File: src/rtl/proc_ctrl_seq.sv
// ---------------------------------------------------------------------------
// proc_ctrl_seq
//   Control unit for the simple bus-based processor. An internal step FSM
//   (T0..T3) walks each instruction through fetch and execute. An internal
//   IR latch captures the instruction word. The unit drives the bus mux,
//   the register-file enables, the A/G registers and the ALU of the datapath.
//   It also flags undefined opcodes and counts retired instructions.
//
//   Parameters
//     DATA_W    bus / instruction width (>= 3 + 2*RSEL_W)
//     REG_NUM   number of general registers (power of 2, >= 2)
//     RSEL_W    register-select field width
//     CNT_W     retired-instruction counter width
//
//   Ports
//     clk        system clock
//     resetn     asynchronous reset, active low
//     run        start request, sampled only in T0
//     DIN        instruction word (T0) / immediate (T1 of MVI)
//     G_nz       datapath G register is non-zero
//     done       last cycle of the current instruction
//     IR         latched instruction
//     Tstep      current step, 0..3
//     IRin       IR load strobe
//     Ain, Gin   A / G register load enables
//     alu_op     00 add, 01 sub, 10 and
//     Rin        one-hot register load enables
//     Rout       one-hot register bus drive
//     Gout       G register bus drive
//     DINout     DIN bus drive
//     illegal    sticky flag: an undefined opcode was executed
//     instr_cnt  count of retired instructions (wraps)
// ---------------------------------------------------------------------------
module proc_ctrl_seq #(
  parameter int DATA_W  = 9,
  parameter int REG_NUM = 8,
  parameter int RSEL_W  = $clog2(REG_NUM),
  parameter int CNT_W   = 16
) (
  input  logic               clk,
  input  logic               resetn,
  input  logic               run,
  input  logic [DATA_W-1:0]  DIN,
  input  logic               G_nz,
  output logic               done,
  output logic [DATA_W-1:0]  IR,
  output logic [1:0]         Tstep,
  output logic               IRin,
  output logic               Ain,
  output logic               Gin,
  output logic [1:0]         alu_op,
  output logic [REG_NUM-1:0] Rin,
  output logic [REG_NUM-1:0] Rout,
  output logic               Gout,
  output logic               DINout,
  output logic               illegal,
  output logic [CNT_W-1:0]   instr_cnt
);

  typedef enum logic [1:0] {
    T0 = 2'd0,
    T1 = 2'd1,
    T2 = 2'd2,
    T3 = 2'd3
  } step_t;

  localparam logic [2:0] OP_MV   = 3'b000;
  localparam logic [2:0] OP_MVI  = 3'b001;
  localparam logic [2:0] OP_ADD  = 3'b010;
  localparam logic [2:0] OP_SUB  = 3'b011;
  localparam logic [2:0] OP_MVNZ = 3'b100;
  localparam logic [2:0] OP_AND  = 3'b101;

  localparam logic [1:0] ALU_ADD = 2'b00;
  localparam logic [1:0] ALU_SUB = 2'b01;
  localparam logic [1:0] ALU_AND = 2'b10;

  localparam logic [CNT_W-1:0] CNT_ONE = {{(CNT_W-1){1'b0}}, 1'b1};

  step_t              state, state_nxt;
  logic [DATA_W-1:0]  ir_q;
  logic               illegal_q;
  logic [CNT_W-1:0]   cnt_q;

  logic [2:0]          op;
  logic [RSEL_W-1:0]   xsel, ysel;
  logic [REG_NUM-1:0]  xdec, ydec;
  logic                is_alu;
  logic [1:0]          alu_sel;

  // Raw (ungated) strobes from the step decode.
  logic               done_c, irin_c, ain_c, gin_c, gout_c, dinout_c;
  logic [1:0]         aluop_c;
  logic [REG_NUM-1:0] rin_c, rout_c;
  logic               set_illegal;

  function automatic logic [REG_NUM-1:0] onehot(input logic [RSEL_W-1:0] sel);
    logic [REG_NUM-1:0] v;
    v      = '0;
    v[sel] = 1'b1;
    return v;
  endfunction

  // Instruction field decode.
  assign op   = ir_q[2*RSEL_W+2 -: 3];
  assign xsel = ir_q[2*RSEL_W-1:RSEL_W];
  assign ysel = ir_q[RSEL_W-1:0];
  assign xdec = onehot(xsel);
  assign ydec = onehot(ysel);

  always_comb begin
    is_alu  = 1'b0;
    alu_sel = ALU_ADD;
    case (op)
      OP_ADD: begin is_alu = 1'b1; alu_sel = ALU_ADD; end
      OP_SUB: begin is_alu = 1'b1; alu_sel = ALU_SUB; end
      OP_AND: begin is_alu = 1'b1; alu_sel = ALU_AND; end
      default: begin is_alu = 1'b0; alu_sel = ALU_ADD; end
    endcase
  end

  // Step FSM register plus IR latch, sticky illegal flag and retire counter.
  always_ff @(posedge clk or negedge resetn) begin
    if (!resetn) begin
      state     <= T0;
      ir_q      <= '0;
      illegal_q <= 1'b0;
      cnt_q     <= '0;
    end else begin
      state <= state_nxt;
      if (irin_c)
        ir_q <= DIN;
      if (set_illegal)
        illegal_q <= 1'b1;
      if (done_c)
        cnt_q <= cnt_q + CNT_ONE;
    end
  end

  // Next-step and strobe decode from (state, IR, G_nz, run).
  always_comb begin
    state_nxt   = state;
    done_c      = 1'b0;
    irin_c      = 1'b0;
    ain_c       = 1'b0;
    gin_c       = 1'b0;
    gout_c      = 1'b0;
    dinout_c    = 1'b0;
    aluop_c     = ALU_ADD;
    rin_c       = '0;
    rout_c      = '0;
    set_illegal = 1'b0;

    case (state)
      T0: begin
        if (run) begin
          irin_c    = 1'b1;
          state_nxt = T1;
        end
      end

      T1: begin
        state_nxt = T0;
        case (op)
          OP_MV: begin
            rout_c = ydec;
            rin_c  = xdec;
            done_c = 1'b1;
          end
          OP_MVI: begin
            dinout_c = 1'b1;
            rin_c    = xdec;
            done_c   = 1'b1;
          end
          OP_MVNZ: begin
            done_c = 1'b1;
            // Not-taken still drives nothing onto the bus, so no write occurs.
            if (G_nz) begin
              rout_c = ydec;
              rin_c  = xdec;
            end
          end
          OP_ADD, OP_SUB, OP_AND: begin
            rout_c    = xdec;
            ain_c     = 1'b1;
            state_nxt = T2;
          end
          default: begin
            done_c      = 1'b1;
            set_illegal = 1'b1;
          end
        endcase
      end

      T2: begin
        // Only ALU instructions reach T2; anything else falls back to fetch.
        if (is_alu) begin
          rout_c    = ydec;
          gin_c     = 1'b1;
          aluop_c   = alu_sel;
          state_nxt = T3;
        end else begin
          state_nxt = T0;
        end
      end

      T3: begin
        state_nxt = T0;
        if (is_alu) begin
          gout_c  = 1'b1;
          rin_c   = xdec;
          done_c  = 1'b1;
          aluop_c = alu_sel;
        end
      end

      default: state_nxt = T0;
    endcase
  end

  // Strobes are held low for as long as reset is asserted, independent of
  // the step register, so that a mid-instruction reset kills writes at once.
  assign done      = resetn & done_c;
  assign IRin      = resetn & irin_c;
  assign Ain       = resetn & ain_c;
  assign Gin       = resetn & gin_c;
  assign Gout      = resetn & gout_c;
  assign DINout    = resetn & dinout_c;
  assign alu_op    = resetn ? aluop_c : ALU_ADD;
  assign Rin       = resetn ? rin_c   : '0;
  assign Rout      = resetn ? rout_c  : '0;

  assign IR        = ir_q;
  assign Tstep     = state;
  assign illegal   = illegal_q;
  assign instr_cnt = cnt_q;

endmodule

File: config.mk
export PLATFORM = sky130hd
export DESIGN_NAME = proc_ctrl_seq
export DESIGN_NICKNAME = d
export VERILOG_FILES = /design/src/rtl/proc_ctrl_seq.sv
export SDC_FILE = /design/constraint.sdc
export NUM_CORES = 1
export LEC_CHECK = 0
export CELL_PAD_IN_SITES_DETAIL_PLACEMENT = 1
export CELL_PAD_IN_SITES_GLOBAL_PLACEMENT = 1
export CORE_UTILIZATION = 35
export CTS_CLUSTER_SIZE = 28
export DETAILED_ROUTE_END_ITERATION = 12
export PLACE_DENSITY_LB_ADDON = 0.1
export SKIP_CTS_REPAIR_TIMING = 1
export SYNTH_ARGS = -nofsm -noshare
export SYNTH_HDL_FRONTEND = slang
export SYNTH_SLANG_ARGS = --single-unit
File: constraint.sdc
create_clock -name clk -period 6.2 [get_ports clk]
set_input_delay 1.86 -clock clk [delete_from_list [all_inputs] [get_ports clk]]
set_output_delay 1.86 -clock clk [all_outputs]
set_load 0.01 [all_outputs]
==> impl_summary.md, run 1 <==
Clock network
The insertion delay of the later-clocked pin in the worst-skew pair is 0.28 ns. In this run the number of H-tree levels came out at 1. CTS placed an instance of sky130_fd_sc_hd__clkbuf_8 at the clock tree root. Counting along the longest clock path gives a buffer depth of 2.

The clock-pin slew of the registers on the worst-case setup and hold paths is 0.10 ns. TritonCTS created 3 clock buffers. TritonCTS built the clock tree.

The total clock sinks is 28.

Worst setup path
The startpoint identified for the worst register-to-register timing path is IR[8]. The worst register-to-register path has a setup slack of 4.27 ns. Data on the critical path arrives at its endpoint at 3.93 ns.

In this run the worst path has a maximum fanout of 8. The dominant delay contributor by cell family on the critical path is buffers and inverters. The startpoint type of the worst setup path is a primary input. The number of buffer and inverter stages on the critical path is 2. The kind of end point of the critical path is an output pin. The maximum cell stage delay along the critical path is 0.55 ns. The length in cells of the worst reg-to-reg path is 5. The largest individual stage delay along the critical path comes from the cell sky130_fd_sc_hd__clkdlybuf4s50_1. The start-to-end type of the worst setup path is in -> out. The most frequent cell on the critical path is sky130_fd_sc_hd__clkdlybuf4s50_1. The capture point of the worst reg-to-reg path is instr_cnt[7]. STA puts the critical path data required time at 4.34 ns. The critical path goes through clkdlybuf4s50_1 > nor2b_1 > nor4b_1 > a21oi_1 > or3_1 > o21ai_0 > clkdlybuf4s50_1.

Power and ir drop
The maximum resistive drop on vdd is 225 uV. The power density of the placed cells is 430 mW/mm^2. The design draws 1040 uW. For this design the static power due to leakage is 0.000971 uW.

Logic synthesis
The share of the yosys chip area belonging to registers is 42.5%. The share of synthesized flip-flops with an asynchronous set or reset is between 90% and 100%. The post-synthesis instance total is 160. A synthesized cell averages 10.3 um^2. By area the synthesized netlist is led by sky130_fd_sc_hd__dfrtp_1, sky130_fd_sc_hd__mux2_2, sky130_fd_sc_hd__ha_1. The count of distinct cell types in the synthesized netlist is 34. The largest total area in the synthesized netlist belongs to sky130_fd_sc_hd__dfrtp_1.

The synthesis-stage register bit count is 28. The number of nets handed over by synthesis was 179. The number of synthesized flops with an enable pin is 0. The netlist area before placement is 0.00165 mm^2. The share of Yosys cell area claimed by the top area cell type is a little over two fifths. The total of warnings raised by yosys is 0. In the synthesized netlist the dominant register cell turns out to be sky130_fd_sc_hd__dfrtp_1.

Floorplanning
Row generation in the floorplan step produced 24 rows. After floorplanning, the core was sized to cover 0.00444 mm^2. The vertical die dimension is 70.6 um.

For this configuration, the core starts out at a cell density of 37.1%. The die span in x is 70.6 um. The die footprint is 0.00499 mm^2.

In this run the count of I/O pins placed on the die edge is 65.

STA
The setup-violating endpoint count in the final report is 0. Setup repair after global routing left no endpoint under its margin. The final-report max-slew violation count came to 0. The maximum clock frequency is 0.173 GHz. The worst setup slack after layout is just over 0.4 ns. For the final database, setup skew stands at 0.00791 ns.

The worst pin sits at a relative slew slack of between 60% and 70%. The setup TNS is 0 ns. The hold violation total from the final report is 0. Dividing the final minimum period by the clock period gives 93.5%.

The worst path in the final design needs a cycle of 5.79 ns, including I/O delays and setup. The slew at the pin closest to its max-slew limit is 0.570 ns.

Min path
Counting instances, the worst hold path has a depth of 1. The path category of the worst min-delay check is reg -> reg. The startpoint identified for the worst hold timing path is instr_cnt[15].

The worst hold path terminates at instr_cnt[15].

Layout
The final layout contains 246 nets. The relative area change from synthesis to final layout is 46.7%. Of the cells placed in the final design, the portion with a size suffix greater than 1 is a little under an eighth. The final core area utilization is 54.4%. The commonest non-fill, non-tap cell in the layout is sky130_fd_sc_hd__clkdlybuf4s50_1. The library cells used most frequently in the layout, excluding fill and tap cells, are sky130_fd_sc_hd__clkdlybuf4s50_1, sky130_fd_sc_hd__dfrtp_1, sky130_fd_sc_hd__nand2_1.

The number of antenna diodes in the final layout is 0.

Routing
The highest layer touched by signal routing is met4. The number of iterations in the first detailed-routing pass is 8. In the detailed route, the total length drawn on met2 is 2.38 mm.

The amount of wire on met3 after detailed routing is 210 um. The total via count in the routed design is about 1500. The initial DRC count is 41. The detailed-route wire length is 4.63 mm. Dividing the detail-routed via count by the number of cells gives 5.39. The count of nets left with antenna violations once routing finished came out at 0. In the final routed layout, each cell accounts on average for 16.6 um.

The detailed-route wire length on metal 1 is 1.93 mm. The final routed DRC violation total is 8.

Run status
The run finished, with violations left. The final reports fail on DRC.

Placed design
The number of port buffers is 64. Timing analysis after detailed placement gives a worst setup slack of 0.412 ns. The congestion estimate from routability-driven global placement came to 0.919. The estimated wirelength of the detail-placed design is 3.65 mm.

GRT
For this run, the total global-route usage over all layers was measured as 19.5%. The total grt overflow is 0. The wire length of the first global-routing pass is 7.76 mm. The initial antenna violation count is 0.

The via count of the first global-routing pass is between 1500 and 2000. The largest net degree at the start of global routing is 26.

Flow run
The max-cap violation count is 0.
-- cell families (layout without fill, tap and decap cells) --
| kind of cell | Yosys count | in the layout | synth area share (%) |
|---|---|---|---|
| AND/OR/NAND/NOR | 73 | 73 | 25.3 |
| AO/OA/AOI/OAI | 19 | 19 | 9.18 |
| XOR/XNOR | 15 | 15 | 7.97 |
| multiplexers | 11 | 11 | 8.19 |
| buffers and inverters | 8 | 74 | 2.28 |
| flip-flops | 28 | 28 | 42.5 |
| adder cells (fa/ha/maj) | 6 | 6 | 4.55 |
-- flip-flops by register name, indices dropped and copies added, names as in the netlist --
signal and flops:
IR 9, Tstep 2, illegal 1, instr_cnt 16
-- power breakdown --
part / internal, uW / total [uW] / switching (uW)
Combinational: 276 / 565 / 289
Clock: 86.5 / 146 / 59.1
Sequential: 239 / 329 / 90.2
Total: 601 / 1040 / 438
-- final cells by class --
type | instances | area, um^2
multi-input combinational | 124 | 911
inverter | 4 | 15.0
tap | 52 | 65.1
clock buffer | 3 | 41.3
fill | 491 | 2030
clock inverter | 1 | 30.0
sequential | 28 | 701
timing repair buffer | 66 | 656
-- cell usage after synthesis, types with 5 or more instances --
cell type                  number
sky130_fd_sc_hd__dfrtp_1       28
sky130_fd_sc_hd__nand2_1       15
sky130_fd_sc_hd__nor2_1        12
sky130_fd_sc_hd__mux2_2        10
sky130_fd_sc_hd__nand4_1        8
sky130_fd_sc_hd__xnor2_1        8
sky130_fd_sc_hd__nor3_1         7
sky130_fd_sc_hd__o32ai_1        7
sky130_fd_sc_hd__xor2_1         7
sky130_fd_sc_hd__ha_1           6
sky130_fd_sc_hd__nand2b_1       6
sky130_fd_sc_hd__and3_1         5
-- worst register-to-register path: cells and delay by family (launching register included) --
family	cells	cell delay, ns
compound gates	2	0.42
flops	1	0.59
xor+xnor	1	0.17
mux	1	0.50
simple gates	1	0.15
-- worst max path at each step --
stage | startpoint | to | cells after the start
2_1_floorplan | resetn | Rout[5] | 4
3_3_place_gp | G_nz | Rout[5] | 7
3_5_place_dp | G_nz | Rout[5] | 7
4_1_cts | G_nz | Rout[5] | 7
5_1_grt | G_nz | Rout[5] | 7
6_report | G_nz | Rout[5] | 7
-- layer usage --
layer  track usage, %  vias to the layer above
met1             24.3                      734
li1                 -                      707
met3             3.28                       10
met5                0                        -
met2             35.2                       47
met4             5.33                        0
-- through the flow --
| step | cell area (um^2) | std cells | hold slack (ns) |
|---|---|---|---|
| 6_report | 2420 | 278 | 0.475 |
| 3_3_place_gp | 2350 | 274 | 0.455 |
| 4_1_cts | 2420 | 278 | 0.479 |
| 3_5_place_dp | 2350 | 274 | 0.460 |
| 5_1_grt | 2420 | 278 | 0.513 |
| 2_1_floorplan | 1650 | 160 | 0.504 |
Power figures use the tool's default switching activity.
==> run 2: changes to the inputs <==
--- a/config.mk
+++ b/config.mk
@@ -5,9 +5,10 @@
 export SDC_FILE = /design/constraint.sdc
 export NUM_CORES = 1
 export LEC_CHECK = 0
+export ABC_AREA = 1
 export CELL_PAD_IN_SITES_DETAIL_PLACEMENT = 1
 export CELL_PAD_IN_SITES_GLOBAL_PLACEMENT = 1
-export CORE_UTILIZATION = 35
+export CORE_UTILIZATION = 34
 export CTS_CLUSTER_SIZE = 28
 export DETAILED_ROUTE_END_ITERATION = 12
 export PLACE_DENSITY_LB_ADDON = 0.1
==> constraint.sdc (replaced) <==
create_clock -name clk -period 6.2 [get_ports clk]
set_input_delay 1.86 -clock clk [delete_from_list [all_inputs] [get_ports clk]]
set_output_delay 1.86 -clock clk [all_outputs]
set_load 0.05 [all_outputs]
==> run 2 against run 1 <==
Effect of this change: the flow now finishes without violations; flip-flop and latch count did not move; combinational power is 41% higher; maximum frequency increased by 4.1%; power is 17% higher; synthesized area up 21%; non-clock buffer count unchanged; cell area rose by 23%; clock power is 21% lower; cell count increased by 59%; critical path depth down 2; sequential share of layout area is 5.5 points lower.
==> impl_summary.md, run 2 <==
Power and ir drop
Power spread over the standard cell area amounts to slightly above 400 mW/mm^2. After layout, the design draws a total of between 1000 and 1500 uW. The maximum resistive drop on vdd is 297 uV. The analysis attributes to cell leakage a power of ~0.0013 uW.

Logic synthesis
In the post-synthesis netlist, the biggest area contributors are sky130_fd_sc_hd__dfrtp_1, sky130_fd_sc_hd__nand2_1, sky130_fd_sc_hd__nor2_1. Counting every net in the synthesized netlist gives 323. The average instance in the mapped netlist occupies 6.54 um^2. Of the synthesized area, sequential elements account for 35.2%. Counting instances in the post-synthesis netlist gives the leading cell types as sky130_fd_sc_hd__nand2_1, sky130_fd_sc_hd__nor2_1, sky130_fd_sc_hd__inv_1. The flip-flop cell with the highest count after synthesis is sky130_fd_sc_hd__dfrtp_1. The count of distinct cell types in the synthesized netlist is 28. The netlist area before placement is 0.00199 mm^2.

After synthesis, the share of flip-flops with an asynchronous set or reset is 100%. The total of warnings raised by yosys is 0. Synthesis inferred 28 register bits. The share of synthesized area in the top cell type comes to 35.2%. The cell count after synthesis came out at 304.

sky130_fd_sc_hd__dfrtp_1 takes more of the synthesized area than any other cell. The number of synthesized flops with an enable pin is 0. Yosys instantiated no cell more often than sky130_fd_sc_hd__nand2_1.

Placed design
At the end of routability-driven placement, the weighted congestion stood at 0.815. The estimated wirelength of the detail-placed design is 4.96 mm. In this run, placement finished with an instance count of 437. Buffers placed on the I/O ports in this run total 64.

GRT
For this run, the total global-route usage over all layers was measured as approximately 22%. The initial antenna violation count was 0. Entering global routing, the biggest net connects 29 pins. In the global route stage, met3 resource usage came out at 1.74%. The first global-routing pass estimated 10.6 mm of wire. The peak-usage layer in the global routing report is met2. Global routing consumed, on the met2 layer, 39.8% of the routing resources. The via count of the first global-routing pass was 2233. In the global route stage, met1 resource usage came out at around 27%. The total overflow left after global routing is 0.

Layout
For this run, the post-layout net count is 389. The area of the multi-input gates is 0.00110 mm^2. The number of flip-flops in the largest register is 16. The repair_antennas step left the layout with diodes totalling 0. The commonest non-fill, non-tap cell in the layout is sky130_fd_sc_hd__nand2_1. The layout has approximately 730 filler cells. The post-route netlist has 12.5% of its cells at a drive strength greater than 1.

The library cells used most frequently in the layout, excluding fill and tap cells, are sky130_fd_sc_hd__nand2_1, sky130_fd_sc_hd__nor2_1, sky130_fd_sc_hd__clkdlybuf4s50_1. For this run, the number of standard cells in the final layout without fillers is 441. Registers take roughly 700 um^2. From synthesis to final layout, the design area changed by 49.9%.

Worst setup path
In this design, the stage delay of the slowest critical-path cell is 0.58 ns. The dominant delay contributor by cell family on the critical path is buffers and inverters. The cell with the biggest individual delay on the critical path is sky130_fd_sc_hd__clkdlybuf4s50_1. Of all nets on the critical path, the largest fanout is 28.

The required time of the worst setup path is about 4.3 ns. The reg-to-reg setup timing slack is 4.20 ns. The length in cells of the worst reg-to-reg path is 7. The startpoint type of the worst setup path is a primary input. The worst setup path is of the in -> out kind.

The capture point of the worst reg-to-reg path is instr_cnt[5]. The startpoint of the most critical register-to-register path is Tstep[1]. The worst setup path is captured at an output pin. Traced cell by cell, the critical path runs through clkdlybuf4s50_1 > buf_4 > nand2_1 > a21oi_1 > buf_12.

The most critical setup path has its startpoint at resetn. STA puts the critical path data arrival time at 3.71 ns. The number of buffer and inverter stages on the critical path is 3.

Floorplanning
For this design the top-level I/O count stands at 65. The number of placement rows is 27. The die span in x is 78.5 um.

The vertical die dimension is 78.5 um. The core region is approximately 0.0056 mm^2. The initial utilization of the core area, before any placement, comes to 35.7%.

The die footprint is 0.00616 mm^2.

Clock network
The clock root buffer is sky130_fd_sc_hd__clkbuf_8. The CTS tree is done. The longest clock path from root to sink contains 2 buffers. The insertion delay of the later-clocked pin in the worst-skew pair is 0.28 ns. Clock-pin slew was measured on the worst setup and hold paths at 0.09 ns. In this run, CTS created clock tree buffers numbering 3. The clock net in this run drives a total of 28 sinks.

The number of levels the H-tree was split into is 1.

Routing
The via count normalized by instance count is between 4 and 5. The total via count in the routed design is ~2200. The initial DRC count is 53. The final routed DRC violation total is 0.

In this run the remaining antenna-violating nets after routing total 0. For this block, the routed nets add up to approximately 6.2 mm of wire. The post-detailed-route wirelength per cell is about 14 um. Before antenna repair, the detailed router went through 4 iterations.

STA
Across all hold checks on the routed design, the worst slack comes to 0.500 ns. The post-route fraction of the period consumed by the critical path is ~90%. The final-report max-slew violation count is 0. The worst clock skew on the final layout is 0.00242 ns. The setup-violating endpoint count in the final report is 0. The max-slew headroom at the worst pin is 63.7%.

The hold violation total from the final report is 0. For the final routed database, the setup TNS stands at 0 ns. At the pin with the least slew margin, the transition time is ~0.54 ns. The shortest clock period the worst path allows after layout is 5.57 ns. Setup repair after global routing left no endpoint under its margin. Static timing analysis puts the maximum clock frequency at 0.180 GHz.

Min path
The worst hold path terminates at illegal. The number of cells on the worst hold path is 1. The path category of the worst min-delay check is reg -> reg. In this run the most critical hold path is launched from illegal.

Flow run
The max-cap violation count is 0.

Run status
The run finished with clean final reports.
run 2: changes by cell type in the layout (fill, tap and decap cells not counted), moves of 10 or more:
cell                              delta
sky130_fd_sc_hd__clkdlybuf4s50_1    -24
sky130_fd_sc_hd__a21oi_1            +14
sky130_fd_sc_hd__nor2_1             +36
sky130_fd_sc_hd__mux2_2             -10
sky130_fd_sc_hd__nand2_1            +93
sky130_fd_sc_hd__buf_12             +24
sky130_fd_sc_hd__inv_1              +29
run 2: worst max-delay path by stage:
stage,to,slack (ns),depth (start not counted)
floorplan,DINout,0.98,2
global placement,Rout[3],0.70,5
detailed placement,Rout[4],0.59,5
CTS,Rout[4],0.60,5
global route,Rout[4],0.48,5
finish,Rout[4],0.63,5
run 2: worst register-to-register path, delay by kind of cell, from the launching register on:
family          cells  cell delay, ns
compound gates      1            0.07
simple gates        3            0.56
flops               1            0.46
fa+ha+maj           1            0.49
buf+inv             2            0.32
run 2: cells by family after synthesis:
family,synth area share (%)
AO/OA/AOI/OAI,10.5
AND/OR/NAND/NOR,38.3
flip-flops,35.2
adder cells (fa/ha/maj),3.78
buffers and inverters,9.50
XOR/XNOR,2.64
run 2: metal layers:
| metal | wire length (um) | part of all wire, % |
|---|---|---|
| met5 | 0 | 0 |
| met1 | 2760 | 45 |
| met4 | 62 | 1.0 |
| met2 | 3170 | 51 |
| met3 | 175 | 2.8 |
run 2: final cells by class:
| cell class | count | share of cell area (%) |
|---|---|---|
| clock buffer | 4 | 1.85 |
| inverter | 37 | 4.70 |
| multi-input combinational | 234 | 36.9 |
| sequential | 28 | 23.5 |
| tap | 72 | 3.02 |
| timing repair buffer | 66 | 30.1 |
run 2: where the power goes:
group	switching, uW	total, uW	internal [uW]
sequential	75.4	309	233
clock	57.8	115	57.0
combinational	557	797	241
run 2: per-stage QoR:
| step | util (%) | instance area [um^2] | worst slack, ns |
|---|---|---|---|
| detailed placement | 52.5 | 2930 | 0.591 |
| global route | 53.5 | 2980 | 0.483 |
| finish | 53.5 | 2980 | 0.632 |
| global placement | 52.5 | 2930 | 0.700 |
| floorplan | - | 1990 | 0.976 |
| CTS | 53.5 | 2980 | 0.597 |
